`config.mk`:
```
export PLATFORM = sky130hd
export DESIGN_NAME = operand_join
export DESIGN_NICKNAME = d
export VERILOG_FILES = /design/src/rtl/operand_join_pkg.sv /design/src/rtl/operand_join_fifo.sv /design/src/rtl/operand_join.sv
export SDC_FILE = /design/constraint.sdc
export NUM_CORES = 1
export LEC_CHECK = 0
export CAP_MARGIN = 20
export CORE_MARGIN = 10
export CORE_UTILIZATION = 50
export DETAILED_ROUTE_END_ITERATION = 6
export PLACE_DENSITY = 0.72
export SYNTH_ARGS = -nofsm -noshare
export SYNTH_HDL_FRONTEND = slang
export SYNTH_HIERARCHICAL = 1
export SYNTH_SLANG_ARGS = --single-unit
```
`constraint.sdc`:
```
create_clock -name CLK -period 5.1 [get_ports CLK]
set_input_delay 1.02 -clock CLK [delete_from_list [all_inputs] [get_ports CLK]]
set_output_delay 1.02 -clock CLK [all_outputs]
set_load 0.1 [all_outputs]
```
`src/rtl/operand_join_pkg.sv`:
```
// Shared defaults and helpers for the operand pairing stage.
package operand_join_pkg;

  localparam int TOKEN_W    = 16;
  localparam int FIFO_DEPTH = 4;

  // Ceiling log2, usable in parameter defaults.
  function automatic int clog2(input int value);
    int result;
    result = 0;
    while ((1 << result) < value) result++;
    return result;
  endfunction

endpackage

```
`src/rtl/operand_join_fifo.sv`:
```
// Single-clock circular token buffer with a combinational head and an occupancy counter.
module join_fifo
  import operand_join_pkg::*;
#(
  parameter int N     = TOKEN_W,
  parameter int DEPTH = FIFO_DEPTH,
  parameter int AW    = clog2(DEPTH)
) (
  input  logic         CLK,
  input  logic         RST,
  input  logic         push,
  input  logic         pop,
  input  logic [N-1:0] din,
  output logic [N-1:0] dout,
  output logic [AW:0]  level,
  output logic         full,
  output logic         empty
);

  localparam logic [AW:0] FULL_LEVEL = (AW+1)'(DEPTH);

  logic [N-1:0]  mem [DEPTH];
  logic [AW-1:0] wr_ptr;
  logic [AW-1:0] rd_ptr;

  // Storage has no reset; only pointers and level define what is valid.
  always_ff @(posedge CLK) begin
    if (push) mem[wr_ptr] <= din;
  end

  always_ff @(posedge CLK) begin
    if (!RST) begin
      wr_ptr <= '0;
      rd_ptr <= '0;
      level  <= '0;
    end else begin
      if (push) wr_ptr <= wr_ptr + 1'b1;
      if (pop)  rd_ptr <= rd_ptr + 1'b1;
      case ({push, pop})
        2'b10:   level <= level + 1'b1;
        2'b01:   level <= level - 1'b1;
        default: level <= level;
      endcase
    end
  end

  assign dout  = mem[rd_ptr];
  assign full  = (level == FULL_LEVEL);
  assign empty = (level == '0);

endmodule

```
`src/rtl/operand_join.sv`:
```
// Pairs two independent operand token streams and releases one aligned pair per cycle.
module operand_join
  import operand_join_pkg::*;
#(
  parameter int N     = TOKEN_W,
  parameter int DEPTH = FIFO_DEPTH,
  parameter int AW    = clog2(DEPTH)
) (
  input  logic         CLK,
  input  logic         RST,
  input  logic         EN,
  input  logic         R_IN1,
  input  logic [N-1:0] D_IN1,
  input  logic         R_IN2,
  input  logic [N-1:0] D_IN2,
  output logic         R_OUT1,
  output logic [N-1:0] D_OUT1,
  output logic         R_OUT2,
  output logic [N-1:0] D_OUT2,
  output logic [AW:0]  LVL1,
  output logic [AW:0]  LVL2,
  output logic         OVF1,
  output logic         OVF2
);

  logic [N-1:0] head1;
  logic [N-1:0] head2;
  logic         full1;
  logic         full2;
  logic         empty1;
  logic         empty2;
  logic         pop;
  logic         push1;
  logic         push2;
  logic         r_out;

  // A full FIFO still accepts a token in the cycle its head is consumed.
  assign pop   = EN && !empty1 && !empty2;
  assign push1 = EN && R_IN1 && (!full1 || pop);
  assign push2 = EN && R_IN2 && (!full2 || pop);

  join_fifo #(.N(N), .DEPTH(DEPTH), .AW(AW)) u_fifo1 (
    .CLK   (CLK),
    .RST   (RST),
    .push  (push1),
    .pop   (pop),
    .din   (D_IN1),
    .dout  (head1),
    .level (LVL1),
    .full  (full1),
    .empty (empty1)
  );

  join_fifo #(.N(N), .DEPTH(DEPTH), .AW(AW)) u_fifo2 (
    .CLK   (CLK),
    .RST   (RST),
    .push  (push2),
    .pop   (pop),
    .din   (D_IN2),
    .dout  (head2),
    .level (LVL2),
    .full  (full2),
    .empty (empty2)
  );

  always_ff @(posedge CLK) begin
    if (!RST) begin
      r_out  <= 1'b0;
      D_OUT1 <= '0;
      D_OUT2 <= '0;
      OVF1   <= 1'b0;
      OVF2   <= 1'b0;
    end else if (EN) begin
      r_out <= pop;
      if (pop) begin
        D_OUT1 <= head1;
        D_OUT2 <= head2;
      end
      if (R_IN1 && !push1) OVF1 <= 1'b1;
      if (R_IN2 && !push2) OVF2 <= 1'b1;
    end
  end

  assign R_OUT1 = r_out;
  assign R_OUT2 = r_out;

endmodule

```
==> impl_metrics.yaml, run 1 <==
sta:
  timing.fmax_mhz: 293
  period_minus_slack_ns: 3.41
  rsz0062_at_grt: "false"
  finalHoldViolCount: 0
  slew_headroom_pct: 30.8
  min_period_over_period_pct: 66.9
  worst_slew_pin_slew_ns: 1.04
  drv_slew: 0
  fin_worst_skew_ns: 0.00510
  setup_viol: 0
  final.setup.tns_ns: 0
final_layout:
  register_area_um2: 4900
  nNetsFinal: 545
  drive_gt1_share_pct: 11.0
  area_growth_pct: 20.4
  design_area_um2: 8470
  n_antenna_cell: 0
  fillerInstances: 991
  multi_input_area_um2: 1890
drt:
  drt-vias-per-instance: 5.22
  drt_wl_total_um: 12500
  drtPass1Iterations: 4
  drt_iter0_markers: 248
  wire_per_inst_um: 18.2
  num_vias: 3594
  postRouteAntennaNets: 0
  drc: 0
global_route:
  grt_pass1_vias: 3783
  grt_max_degree: 46
  grt_remaining_overflow: 0
  grt_first_pass_wirelength_um: 20100
  antenna_found_initial: 0
  grt.total_usage_pct: 13.2
setup_path:
  crit_path_start_kind: "primary input"
  worst_ep_arrival_time_ns: 3.75
  crit_fanout: 40
  critPathRequiredTime_ns: 5.44
  end_kind: "register"
  max_stage_delay_ns: 0.55
  critPathBufInv: 3
  critPathSlowestCell: "clkdlybuf4s50_1"
  regToRegStartpoint: "u_fifo2/level[0]"
  path_cells: "clkdlybuf4s50_1 -> or3b_4 -> clkinv_4 -> ha_1 -> inv_1 -> fa_1 -> xor2_1 -> or3_1 -> a21boi_0"
  rrSetupSlack_ns: 2.38
  cp_top_family: "buffers and inverters"
  setup.worst_path.class: "in -> reg"
  r2r_cells: 9
  rr_endpoint: "u_fifo2/level[2]"
placement:
  dp_hpwl_um: 8040
  place_area_um2: 7860
  gp_congestion: 0.759
  io_buffer_count: 78
synth:
  synth_top_family_by_area: "multiplexers"
  synth-simple-area-share_pct: 6.72
  synth_area_per_cell_um2: 16.9
  muxShareOfSynthArea_pct: 15.7
  synth-seq-cells: 181
  synth_cell_type_count: 30
  synth_xor_area_share_pct: 1.24
  synth_area_um2: 7040
  synth_edf_count: 128
  async_flop_share_pct: 0
  synth-compound-area-share_pct: 0.889
  ys.warnings.count: 6
  syn_nets: 466
  synth_flop_cell: "edfxtp_1"
  seq_area_frac_synth_pct: 69.7
  synthCells: 417
  synthAdderAreaFrac_pct: 2.35
worst_hold_path:
  hold_class: "reg -> reg"
  whs_endpoint: "D_OUT2[1]"
  whs_path_depth: 2
  hold_start: "D_OUT2[1]"
clock_tree:
  path_clk_slew_ns: 0.06
  cts.path.max_buffers: 2
  cts_sinks: 181
  numCtsBuffers: 17
  htreeDepth: 4
  ctsRootBufferMaster: "clkbuf_16"
  cts_setup_buffers: 0
  postCtsHoldBufs: 0
  cts_tree: "built"
  cts_resized: 0
  clock_latency_ns: 0.42
floorplanning:
  initial_core_util_pct: 50.9
  die_h_um: 139
  ios: 79
  die_area_um2: 19200
  core_area_um2: 13800
  die-width_um: 139
  rows: 43
power:
  peakVddDrop_mv: 0.249
  cellPowerDensity_nw_per_um2: 377
  power.leakage_uw: 0.00279
flow_run:
  cap_viol_max_count: 0
status:
  status: "completed"
area by class of cell:
cell class              instances  share of cell area, %
clock buffers                  19                   5.23
clock inverters                13                   1.77
flip-flops and latches        181                   57.9
inverters                      13                  0.635
well taps                     180                   2.66
repair buffers                 80                   9.43
multi-input cells             203                   22.4
tightest hold or removal path: stages, from the launching register on:
cell	delay, ns
dfxtp_1	0.31
nand2_1	0.05
mux2i_1	0.05
layer usage:
metal | global-route usage [%] | vias to the layer above | share of wire, %
li1 | - | 1703 | -
met1 | 16.2 | 1803 | 44
met2 | 21.3 | 82 | 50
met3 | 4.42 | 6 | 5.4
met4 | 4.89 | 0 | 0.70
met5 | 0 | - | 0
cells by family (layout without fill, tap and decap cells):
family / count (synthesis) / in the layout
compound gates: 11 / 11
flops: 181 / 181
simple gates: 104 / 104
xor+xnor: 10 / 10
mux: 66 / 66
fa+ha+maj: 12 / 12
buf+inv: 33 / 125
worst max-delay path by stage:
| stage | start | endpoint | slack (ns) | cells past startpoint |
|---|---|---|---|---|
| 6_report | EN | u_fifo2/level[2] | 1.69 | 9 |
| 5_1_grt | EN | u_fifo2/level[2] | 1.52 | 9 |
| 4_1_cts | EN | u_fifo2/level[2] | 1.71 | 9 |
| 3_5_place_dp | EN | u_fifo1/level[2] | 1.26 | 9 |
| 3_3_place_gp | EN | u_fifo2/level[2] | 1.39 | 9 |
| 2_1_floorplan | u_fifo1/level[2] | u_fifo1/level[2] | 2.03 | 10 |
per-stage QoR:
| stage | worst slack (ns) | hold slack, ns | cells | power [uW] | util (%) |
|---|---|---|---|---|---|
| floorplan | 2.03 | 0.528 | 417 | 1860 | - |
| global placement | 1.39 | 0.441 | 656 | 1930 | 56.9 |
| detailed placement | 1.26 | 0.444 | 656 | 1940 | 56.9 |
| CTS | 1.71 | 0.460 | 688 | 3220 | 61.1 |
| global route | 1.52 | 0.471 | 689 | 3310 | 61.3 |
| finish | 1.69 | 0.457 | 689 | 3200 | 61.3 |
cell usage after synthesis, types with 5 or more instances:
cell type / instances / share of area, %
edfxtp_1: 128 / 55
nand2_1: 72 / 3.8
dfxtp_1: 53 / 15
mux2i_1: 34 / 4.8
and2_1: 20 / 1.8
mux4_2: 20 / 6.4
inv_1: 12 / 0.64
mux4_1: 12 / 4.5
ha_1: 10 / 1.8
clkbuf_1: 7 / 0.37
xor2_1: 6 / 0.75
buf_12: 5 / 1.4
cell usage in the layout (no fill, tap or decap), drive strengths merged:
cell type,count
clkinvlp,5
clkinv,4
nor2b,2
nand2b,1
or3,2
edfxtp,128
or3b,1
a21oi,2
nand2,72
ha,10
and2,20
xor2,6
inv,15
clkdlybuf4s50,77
a21boi,3
dfxtp,53
mux2i,34
nor3,2
bufinv,2
o21ai,6
mux4,32
xnor2,4
fa,2
buf,3
clkbuf,19
nand4,2
and3,2
flip-flops by register name (all words and copies together) (netlist names), 2 cells and up, named ones only:
name            flops
u_fifo2/level       3
u_fifo2/rd_ptr      2
u_fifo1/wr_ptr      2
D_OUT2             16
u_fifo1/mem        64
D_OUT1             16
u_fifo1/level       3
u_fifo2/wr_ptr      2
u_fifo2/mem        64
u_fifo1/rd_ptr      2
power breakdown:
group	internal, uW	total (uW)	leakage [uW]	switching, uW
Clock	741	1290	0.000273	545
Sequential	1610	1640	0.00159	22.5
Combinational	100	273	0.000923	173
Power figures use the tool's default switching activity.
==> inputs of run 2 (changes only) <==
==> constraint.sdc (replaced) <==
create_clock -name CLK -period 3.2 [get_ports CLK]
set_input_delay 0.64 -clock CLK [delete_from_list [all_inputs] [get_ports CLK]]
set_output_delay 0.64 -clock CLK [all_outputs]
set_load 0.1 [all_outputs]
==> impl_metrics.yaml, run 2 (synthesis gave the netlist of run 1 again) <==
status:
  status: "completed"
power:
  cellPowerDensity_nw_per_um2: 589
  fin_total_pwr_uw: 4950
  peakVddDrop_mv: 0.393
  power.leakage_uw: 0.00292
clock_tree:
  htreeDepth: 4
  ctsRootBufferMaster: "clkbuf_16"
  postCtsHoldBufs: 0
  path_clk_slew_ns: 0.06
  cts_sinks: 181
  cts_tree: "built"
  cts_setup_buffers: 0
  numCtsBuffers: 17
  clock_latency_ns: 0.42
  cts.path.max_buffers: 2
  cts_resized: 0
final_layout:
  reg_top3: "u_fifo1/mem x64, u_fifo2/mem x64"
  drive_gt1_share_pct: 20.2
  final_cell_mix: "128 x edfxtp_1, 72 x nand2_1, 55 x buf_4, 53 x dfxtp_1, 35 x clkdlybuf4s50_1"
  final_common_cell: "edfxtp_1"
  area_growth_pct: 19.4
  nNetsFinal: 557
  fillerInstances: 1017
  n_antenna_cell: 0
drt:
  num_vias: 3620
  postRouteAntennaNets: 0
  drt_iter0_markers: 219
  drtPass1Iterations: 4
  drc: 0
  drt_wl_total_um: 12800
  wire_per_inst_um: 18.2
  drt-vias-per-instance: 5.16
setup_path:
  path_cells: "clkdlybuf4s50_1 -> or3b_4 -> clkinv_4 -> ha_1 -> inv_1 -> fa_1 -> xor2_1 -> or3_1 -> a21boi_0"
  critPathRequiredTime_ns: 3.54
  worst_ep_arrival_time_ns: 2.97
  rrSetupSlack_ns: 0.87
  regToRegStartpoint: "u_fifo1/level[1]"
  setup.worst_path.class: "in -> reg"
  crit_fanout: 6
  r2r_cells: 9
  rr_endpoint: "u_fifo2/level[2]"
  startpoint: "EN"
  end_kind: "register"
  critPathSlowestCell: "clkdlybuf4s50_1"
  crit_path_start_kind: "primary input"
  max_stage_delay_ns: 0.55
  endpoint: "u_fifo2/level[2]"
placement:
  io_buffer_count: 78
  pre_cts_ws_ns: 0.164
  gp_congestion: 0.791
  dp_hpwl_um: 8080
worst_hold_path:
  hold_class: "reg -> reg"
floorplanning:
  die-width_um: 139
  core_area_um2: 13800
  ios: 79
  rows: 43
  die_area_um2: 19200
  die_h_um: 139
  initial_core_util_pct: 50.9
global_route:
  antenna_found_initial: 0
  grt.total_usage_pct: 13.8
  grt_max_degree: 46
  grt_first_pass_wirelength_um: 20900
  grt_remaining_overflow: 0
  grt_pass1_vias: 4033
sta:
  setup_viol: 0
  drv_slew: 0
  min_period_over_period_pct: 82.3
  worst_slew_pin_slew_ns: 0.812
  layout_setup_ws_ns: 0.566
  slew_headroom_pct: 45.8
  timing.fmax_mhz: 380
  hold_slack_ns: 0.451
  period_minus_slack_ns: 2.63
  rsz0062_at_grt: "false"
  final.setup.tns_ns: 0
  fin_worst_skew_ns: 0.00731
  finalHoldViolCount: 0
flow_run:
  cap_viol_max_count: 0
==> run 2: cell count changes in the layout (fill, tap and decap cells not counted) <==
cell / before / now
clkbuf_1: 1 / 5
clkinv_4: 4 / 2
clkinv_1: 0 / 1
clkinvlp_4: 5 / 3
clkinv_2: 0 / 3
clkdlybuf4s50_1: 77 / 35
buf_8: 1 / 0
inv_6: 3 / 0
bufinv_16: 2 / 1
buf_12: 0 / 1
buf_4: 1 / 55
==> run 2: layout make-up <==
class	instances	area, um^2	share of cell area [%]
clock buffer	23	458	5.45
clock inverter	9	80.1	0.953
inverter	13	53.8	0.640
multi-input combinational	203	1890	22.5
sequential	181	4900	58.4
tap	180	225	2.68
timing repair buffer	92	788	9.38
==> run 2: worst min-delay path by stage <==
stage,start,to,slack (ns),depth (start not counted)
floorplan,u_fifo1/wr_ptr[1],u_fifo1/wr_ptr[1],0.53,2
detailed placement,OVF1,OVF1,0.44,2
CTS,OVF1,OVF1,0.46,2
finish,OVF1,OVF1,0.45,2
global route,OVF1,OVF1,0.47,2
global placement,D_OUT1[5],D_OUT1[5],0.44,2
==> run 2: metrics by stage <==
step,instances,utilization [%],instance area (um^2)
detailed placement,669,56.9,7870
global route,701,60.8,8400
CTS,701,60.8,8400
global placement,669,56.9,7870
floorplan,417,-,7040
finish,701,60.8,8400
==> run 2: per-layer routing <==
metal / global-route usage [%] / vias up / wire length (um)
met1: 16.3 / 1800 / 5570
met5: 0 / - / 0
li1: - / 1728 / -
met3: 4.08 / 14 / 555
met4: 5.27 / 0 / 184
met2: 23.1 / 78 / 6440
==> run 2: power by group <==
| part | internal [uW] | switching, uW |
|---|---|---|
| combinational | 160 | 282 |
| clock | 1090 | 819 |
| sequential | 2570 | 30.0 |
==> run 2: worst max-delay path: cells and delay by family <==
kind	cells	cell delay, ns
fa+ha+maj	2	0.54
xor+xnor	1	0.16
buf+inv	3	0.69
compound gates	1	0.18
simple gates	2	0.76
==> inputs of run 3 (changes only) <==
--- a/config.mk
+++ b/config.mk
@@ -9,7 +9,7 @@
 export CORE_MARGIN = 10
 export CORE_UTILIZATION = 50
 export DETAILED_ROUTE_END_ITERATION = 6
-export PLACE_DENSITY = 0.72
+export PLACE_DENSITY = 0.75
 export SYNTH_ARGS = -nofsm -noshare
 export SYNTH_HDL_FRONTEND = slang
 export SYNTH_HIERARCHICAL = 1
==> constraint.sdc (replaced) <==
create_clock -name CLK -period 2.15 [get_ports CLK]
set_input_delay 0.43 -clock CLK [delete_from_list [all_inputs] [get_ports CLK]]
set_output_delay 0.43 -clock CLK [all_outputs]
set_load 0.1 [all_outputs]
==> impl_metrics.yaml, run 3 (synthesis gave the netlist of run 1 again) <==
sta:
  rsz0062_at_grt: "true"
  worst_slew_pin_slew_ns: 0.335
  min_period_over_period_pct: 99.0
  finalHoldViolCount: 0
  setup_viol: 0
  drv_slew: 0
  slew_headroom_pct: 77.6
  timing.fmax_mhz: 470
  period_minus_slack_ns: 2.13
  fin_worst_skew_ns: 0.00622
clock_tree:
  cts.path.max_buffers: 2
  cts_sinks: 181
  ctsRootBufferMaster: "clkbuf_16"
  path_clk_slew_ns: 0.06
  clock_latency_ns: 0.42
  cts_tree: "built"
  htreeDepth: 4
  numCtsBuffers: 17
  postCtsHoldBufs: 0
global_route:
  grt_max_degree: 73
  grt.total_usage_pct: 13.9
  grt_first_pass_wirelength_um: 21100
  antenna_found_initial: 0
  grt_remaining_overflow: 0
  grt_pass1_vias: 3965
placement:
  dp_hpwl_um: 8340
  place_area_um2: 8120
  gp_congestion: 0.778
  io_buffer_count: 78
setup_path:
  end_kind: "register"
  setup.worst_path.class: "reg -> reg"
  max_stage_delay_ns: 0.47
  critPathSlowestCell: "or3b_4"
  crit_fanout: 4
  worst_ep_arrival_time_ns: 2.47
  critPathRequiredTime_ns: 2.49
  cp_top_family: "simple AND/OR/NAND/NOR gates"
  path_cells: "nor3_2 -> or3b_4 -> clkinv_8 -> ha_4 -> inv_1 -> fa_2 -> xor2_1 -> or3_1 -> a21boi_1"
  r2r_cells: 9
  crit_path_start_kind: "register"
  cp.depth: 9
  critPathBufInv: 2
final_layout:
  final_common_cell: "edfxtp_1"
  drive_gt1_share_pct: 26.9
  final_cell_mix: "128 x edfxtp_1, 72 x nand2_1, 57 x buf_4, 47 x dfxtp_1"
  reg_top3: "u_fifo1/mem x64, u_fifo2/mem x64"
  area_growth_pct: 24.8
  n_antenna_cell: 0
  design_area_um2: 8780
  nNetsFinal: 568
floorplanning:
  die-width_um: 139
  initial_core_util_pct: 50.9
  ios: 79
  die_area_um2: 19200
  core_area_um2: 13800
  rows: 43
  die_h_um: 139
drt:
  drt_wl_total_um: 13000
  drt_iter0_markers: 251
  postRouteAntennaNets: 0
  num_vias: 3708
  drc: 0
  drt-vias-per-instance: 5.21
  wire_per_inst_um: 18.2
  drtPass1Iterations: 4
status:
  status: "completed"
worst_hold_path:
  whs_path_depth: 3
  hold_class: "in -> reg"
power:
  fin_total_pwr_uw: 7870
  power.leakage_uw: 0.00306
  cellPowerDensity_nw_per_um2: 896
  peakVddDrop_mv: 0.561
flow_run:
  cap_viol_max_count: 0
run 3: final cells by class:
cell class	instances	area, um^2
fillers	946	5040
flip-flops and latches	181	4930
multi-input cells	203	1960
repair buffers	103	973
clock buffers	18	429
well taps	180	225
clock inverters	14	209
inverters	13	61.3
run 3: timing repair:
action	in CTS	in global routing
setup endpoints to repair	3	6
pin swaps	3	1
setup buffers	0	1
gates resized for setup	3	3
cloned	0	0
run 3: report_power, final:
part / switching [uW] / internal (uW) / total (uW)
Sequential: 44.2 / 3830 / 3870
Clock: 1230 / 2050 / 3290
Combinational: 436 / 274 / 710
Total: 1710 / 6150 / 7870
run 3: worst reg2reg max path: stages (launching register included):
cell	delay (ns)
dfxtp_4	0.37
nor3_2	0.05
or3b_4	0.47
clkinv_8	0.08
ha_4	0.12
inv_1	0.04
fa_2	0.33
xor2_1	0.16
or3_1	0.30
a21boi_1	0.13
run 3: metrics by stage:
step	utilization (%)	setup TNS, ns	hold slack [ns]	setup slack [ns]	cells
6_report	63.5	0	0.383	0.0207	712
5_1_grt	63.5	-0.208	0.396	-0.0763	712
4_1_cts	63.5	0	0.372	0.0246	711
3_5_place_dp	58.8	-33.05	0.443	-0.472	679
3_3_place_gp	58.8	-26.42	0.443	-0.386	679
2_1_floorplan	-	-1.01	0.528	-0.282	417
run 3: final timing paths:
path	slack, ns	startpoint	endpoint
max	0.02	u_fifo2/level[0]	u_fifo1/level[2]
min	0.38	RST	OVF2
max reg2reg	0.02	u_fifo2/level[0]	u_fifo1/level[2]
min reg2reg	0.45	D_OUT2[1]	D_OUT2[1]
run 3: per-layer routing:
metal / routed length (um) / global-route usage (%) / share of wire, %
met1: 5440 / 16.0 / 42
met2: 6680 / 23.8 / 52
met3: 576 / 3.66 / 4.4
met4: 272 / 6.04 / 2.1
met5: 0 / 0 / 0
